$ cat config.mk
export PLATFORM = sky130hd
export DESIGN_NAME = fft_unload
export DESIGN_NICKNAME = d
export VERILOG_FILES = /design/src/rtl/fft_unload.sv
export SDC_FILE = /design/constraint.sdc
export NUM_CORES = 1
export LEC_CHECK = 0
export ABC_AREA = 1
export CELL_PAD_IN_SITES_DETAIL_PLACEMENT = 0
export CELL_PAD_IN_SITES_GLOBAL_PLACEMENT = 1
export CORE_AREA = 2 2 113 115
export DETAILED_ROUTE_END_ITERATION = 8
export DIE_AREA = 0 0 115 117
export DONT_BUFFER_PORTS = 1
export HOLD_SLACK_MARGIN = 0.02
export PLACE_DENSITY_LB_ADDON = 0.1
export RECOVER_POWER = 100
export SLEW_MARGIN = 5
export SYNTH_ARGS = -nofsm -noshare
export SYNTH_HDL_FRONTEND = slang
export SYNTH_SLANG_ARGS = --single-unit
$ cat constraint.sdc
create_clock -name clk -period 5.7 [get_ports clk]
set_input_delay 1.14 -clock clk [delete_from_list [all_inputs] [get_ports clk]]
set_output_delay 1.14 -clock clk [all_outputs]
set_load 0.005 [all_outputs]
$ cat src/rtl/fft_unload.sv
// Result-side reader for the FFT core: walks bins 0..NUM_BINS-1 and streams |X[k]| on a valid/ready port.
// Define FFT_UNLOAD_BITREV_EN to present bit-reversed read addresses while bin_idx stays in natural order.
module fft_unload #(
    parameter int BIT_WIDTH = 16,
    parameter int N         = 9,
    parameter int NUM_BINS  = 2 ** (N - 1)
) (
    input  logic                   clk,
    input  logic                   reset,
    input  logic                   fft_done,
    input  logic [2*BIT_WIDTH-1:0] dout,
    output logic [N-1:0]           add_rd,
    output logic                   rd_active,
    output logic                   bin_valid,
    input  logic                   bin_ready,
    output logic [N-1:0]           bin_idx,
    output logic [BIT_WIDTH-1:0]   bin_mag,
    output logic                   unload_done
);
    localparam int W = BIT_WIDTH;
    localparam logic [N-1:0] LAST_IDX = N'(NUM_BINS - 1);

    typedef enum logic [1:0] {IDLE, READ, DRAIN, DONE} state_t;

    state_t         state_q, state_d;
    logic           fft_done_q;
    logic [N-1:0]   rd_idx_q, rd_idx_d;
    logic [N-1:0]   add_rd_q, add_rd_d;
    logic           pend_q, pend_d;
    logic [N-1:0]   pend_idx_q, pend_idx_d;
    logic [1:0]     count_q, count_d;
    logic           wr_ptr_q, wr_ptr_d;
    logic           rd_ptr_q, rd_ptr_d;
    logic [N-1:0]   fifo_idx_q [0:1];
    logic [W-1:0]   fifo_mag_q [0:1];

    logic           start;
    logic           issue;
    logic           push;
    logic           pop;
    logic [1:0]     occ;
    logic [N-1:0]   issue_addr;
    logic [W-1:0]   re, im, ar, ai, mx, mn, mag;

`ifdef FFT_UNLOAD_BITREV_EN
    genvar gi;
    for (gi = 0; gi < N; gi++) begin : g_rev
        assign issue_addr[gi] = rd_idx_q[N-1-gi];
    end
`else
    assign issue_addr = rd_idx_q;
`endif

    always_ff @(posedge clk) begin
        if (!reset) begin
            state_q    <= IDLE;
            fft_done_q <= 1'b1;
            rd_idx_q   <= '0;
            add_rd_q   <= '0;
            pend_q     <= 1'b0;
            pend_idx_q <= '0;
            count_q    <= '0;
            wr_ptr_q   <= 1'b0;
            rd_ptr_q   <= 1'b0;
        end else begin
            state_q    <= state_d;
            fft_done_q <= fft_done;
            rd_idx_q   <= rd_idx_d;
            add_rd_q   <= add_rd_d;
            pend_q     <= pend_d;
            pend_idx_q <= pend_idx_d;
            count_q    <= count_d;
            wr_ptr_q   <= wr_ptr_d;
            rd_ptr_q   <= rd_ptr_d;
        end
    end

    // FIFO storage needs no reset: count_q gates everything read from it.
    always_ff @(posedge clk) begin
        if (push) begin
            fifo_idx_q[wr_ptr_q] <= pend_idx_q;
            fifo_mag_q[wr_ptr_q] <= mag;
        end
    end

    always_comb begin
        state_d = state_q;
        unique case (state_q)
            IDLE:  if (start) state_d = READ;
            READ:  if (issue && (rd_idx_q == LAST_IDX)) state_d = DRAIN;
            DRAIN: if (!pend_q && ((count_q == 2'd0) || ((count_q == 2'd1) && pop))) state_d = DONE;
            DONE:  state_d = IDLE;
            default: state_d = IDLE;
        endcase
    end

    always_comb begin
        rd_active   = (state_q == READ) || ((state_q == DRAIN) && pend_q);
        unload_done = (state_q == DONE);
        bin_valid   = (count_q != 2'd0);
        bin_idx     = bin_valid ? fifo_idx_q[rd_ptr_q] : '0;
        bin_mag     = bin_valid ? fifo_mag_q[rd_ptr_q] : '0;
        add_rd      = issue ? issue_addr : add_rd_q;
    end

    always_comb begin
        start = (state_q == IDLE) && fft_done && !fft_done_q;
        pop   = (count_q != 2'd0) && bin_ready;
        push  = pend_q;
        occ   = count_q + {1'b0, pend_q};
        // Credit this cycle's pop so a steady ready stream sustains one bin per cycle.
        issue = (state_q == READ) && ((occ - {1'b0, pop}) < 2'd2);

        rd_idx_d   = rd_idx_q;
        if (start) begin
            rd_idx_d = '0;
        end else if (issue) begin
            rd_idx_d = rd_idx_q + 1'b1;
        end
        add_rd_d   = add_rd;
        pend_d     = issue;
        pend_idx_d = issue ? rd_idx_q : pend_idx_q;
        count_d    = count_q + {1'b0, push} - {1'b0, pop};
        wr_ptr_d   = push ? ~wr_ptr_q : wr_ptr_q;
        rd_ptr_d   = pop ? ~rd_ptr_q : rd_ptr_q;
    end

    // |x| of -2^(W-1) is 2^(W-1), which still fits unsigned W bits.
    always_comb begin
        re  = dout[2*W-1:W];
        im  = dout[W-1:0];
        ar  = re[W-1] ? (~re + 1'b1) : re;
        ai  = im[W-1] ? (~im + 1'b1) : im;
        mx  = (ar >= ai) ? ar : ai;
        mn  = (ar >= ai) ? ai : ar;
        mag = mx + {1'b0, mn[W-1:1]};
    end

endmodule

==> results of run 1 <==
cell type report:
type	instances	share of cell area [%]
Multi-Input combinational cell	564	49.49
Clock inverter	7	0.7755
Tap cell	150	3.144
Sequential cell	86	37.22
Inverter	84	5.282
Timing Repair Buffer	3	0.3144
Clock buffer	9	3.773
per-stage QoR:
stage	std cells	area (µm²)	worst slack (ns)
global route	903	5969	0.2785
finish	903	5969	0.6040
CTS	903	5978	1.005
global placement	887	5707	0.6875
floorplan	756	5602	1.182
detailed placement	887	5707	0.6577
final timing paths:
check,from,end,slack (ns),depth (start not counted)
setup / recovery,bin_ready,add_rd[8],0.60,12
setup reg to reg,count_q[1]$_SDFF_PN0_,add_rd_q[7]$_SDFF_PN0_,2.15,14
hold / removal,rd_ptr_q$_SDFFE_PN0P_,rd_ptr_q$_SDFFE_PN0P_,0.47,1
hold reg to reg,rd_ptr_q$_SDFFE_PN0P_,rd_ptr_q$_SDFFE_PN0P_,0.47,1
synth_stat cells (2+ instances only):
cell type / count / area, µm²
nand2_1: 262 / 983.4
inv_1: 81 / 304.0
a21oi_1: 78 / 390.4
edfxtp_1: 50 / 1501
ha_1: 41 / 513.0
nand3_1: 37 / 185.2
nor2_1: 37 / 138.9
dfxtp_1: 36 / 720.7
o21ai_0: 35 / 175.2
xor2_1: 25 / 219.0
clkbuf_1: 9 / 33.78
xnor2_1: 9 / 78.83
buf_2: 8 / 40.04
nand4_1: 7 / 43.79
nor3_1: 6 / 30.03
a21o_1: 5 / 37.54
nand3b_1: 5 / 37.54
buf_4: 4 / 30.03
o21ai_1: 4 / 20.02
inv_2: 3 / 11.26
nor2_2: 2 / 12.51
sequential cells by signal, indices dropped and copies added (netlist names), named ones only:
signal and flops:
fifo_mag_q 32, fft_done_q 1, issue_addr 9, wr_ptr_q 1, pend_q 1, pend_idx_q 9, count_q 2, add_rd_q 9
state_q 2, fifo_idx_q 18, rd_ptr_q 1
worst max-delay path: stages:
cell and delay (ns):
nand2_1 0.04, inv_1 0.06, ha_1 0.27, inv_1 0.05
ha_1 0.15, inv_1 0.04, nand2_1 0.09, nand2_1 0.06
nor2_1 0.96, inv_1 0.75, nand2_1 0.24, nand2_1 0.10
metal layers:
metal / vias to the layer above / GRT usage [%] / routed length (µm)
met5: - / 0 / 0
li1: 2461 / - / -
met3: 10 / 4.325 / 768
met2: 105 / 29.37 / 5302
met1: 2026 / 27.55 / 6317
met4: 0 / 5.060 / 127
power groups by stage:
stage	Combinational [µW]	Sequential, µW	Clock [µW]
final	924	839	530
after global routing	1060	849	575
after global placement	917	850	0
after CTS	942	840	547
after floorplan	746	827	0
after detailed placement	937	853	0
cells by family after synthesis:
logic type	count (synthesis)
compound gates	127
xor+xnor	34
fa+ha+maj	42
buf+inv	106
flops	86
simple gates	361
==> metrics, run 1 <==
Gate power share 40.3%; Filler cells 1,233; CTS clk-pin slew, worst paths 0.06 ns; first-pass GRT wire length 20,190 µm; core footprint 12,310 µm²; Worst Path Arrival 3.96 ns; Clock Latency Late Sink 0.34 ns; average cell area after synthesis 7.410 µm²; chip height 117 µm; htree depth 3; Area Overhead vs Synth 6.567%; CTS resizes 0; routed wire length 12,520 µm; CP required 4.56 ns; GRT Overall Usage 19.20%; mux cell area share after synthesis 0%; max-cap viol count 0; outcome finished, final reports clean; die area 13,460 µm²; vias per cell 5.096; die width 115 µm; peak supply drop 0.1451 mV; fmax 196.2 MHz; Syn. warnings 0; multi-input logic area 2954 µm²; adder-cell area share of the yosys netlist 9.515%; Syn Nets 834; Relative slew margins 13.89%; post-synthesis register bit count 86; final RePlAce weighted congestion 0.8258; RSZ-0062 raised after global routing false; PortBufs 0; Layout Skew 0.009167 ns; final setup TNS 0 ns; period utilisation layout 89.40%; cell row count 41; post-synthesis compound-gate area fraction 11.77%; initial DRC count 250; Worst-Margin Slew 1.287 ns; Cell Area, Synth 5602 µm²; asr flop ratio synth 0%; Clock Power Share 23.1%; part of the power in registers 36.6%; CTS tree built; Storage cell area 2222 µm²; Vias 4,602; Final min period 5.096 ns; CTS root buf clkbuf_16; wire per inst 13.86 µm; internal power 1377 µW; Fin Hold WS 0.4659 ns; Seq/Total Area, Yosys 39.67%; Min-Delay Path Class reg -> reg; # diodes 0; Initial Util 45.50%; DRC Markers 0; layout cells sized above 1 2.789%; Power per Cell Area 384.2 nW/µm²; CTS Hold Bufs 0; vias in the first global route 4,194; Clock Sinks 86; count of cell types in the netlist 33; simple-gate share of the synthesized area 26.18%; most frequent cells in the layout nand2_1 (262), inv_1 (83), a21oi_1 (78); final setup vio count 0; xor and xnor area share after synthesis 5.316%; Lkg Pwr 0.002797 µW; pin count of the biggest net entering global routing 32; Switching Share 39.94%; grt total ovfl 0; postcts setup bufs 0; NetSw 916.1 µW; most common cell after layout, fill and taps aside nand2_1; Tot Pwr 2293 µW; critical path launch point type input pin; count of flip-flops with a built-in enable after synthesis 50; crit end category output pin; final antenna-violating net count 0; number of I/O pins 73; CTS buffer count 9; first-pass iteration count of the detailed router 5; Slew Limit Fails 0; final design utilization 48.49%; number of hold violations in the final report 0; detailed placement HPWL 9911 µm; critical path class in -> out; Clock Tree Buf Depth 2; CP max FO 25; top_reg_cell synth edfxtp_1; cells after synthesis 756; initial antenna violation count 0; combinational family with the most area after synthesis simple AND/OR/NAND/NOR gates; Final nets 826
Note: power is estimated with default switching activity, not from simulation.
==> inputs of run 2 (changes only) <==
Settings changed: SLEW_MARGIN 5 to 10.
==> results of run 2 <==
Same layout as run 1: the final DEF is identical, and so are final timing and power.
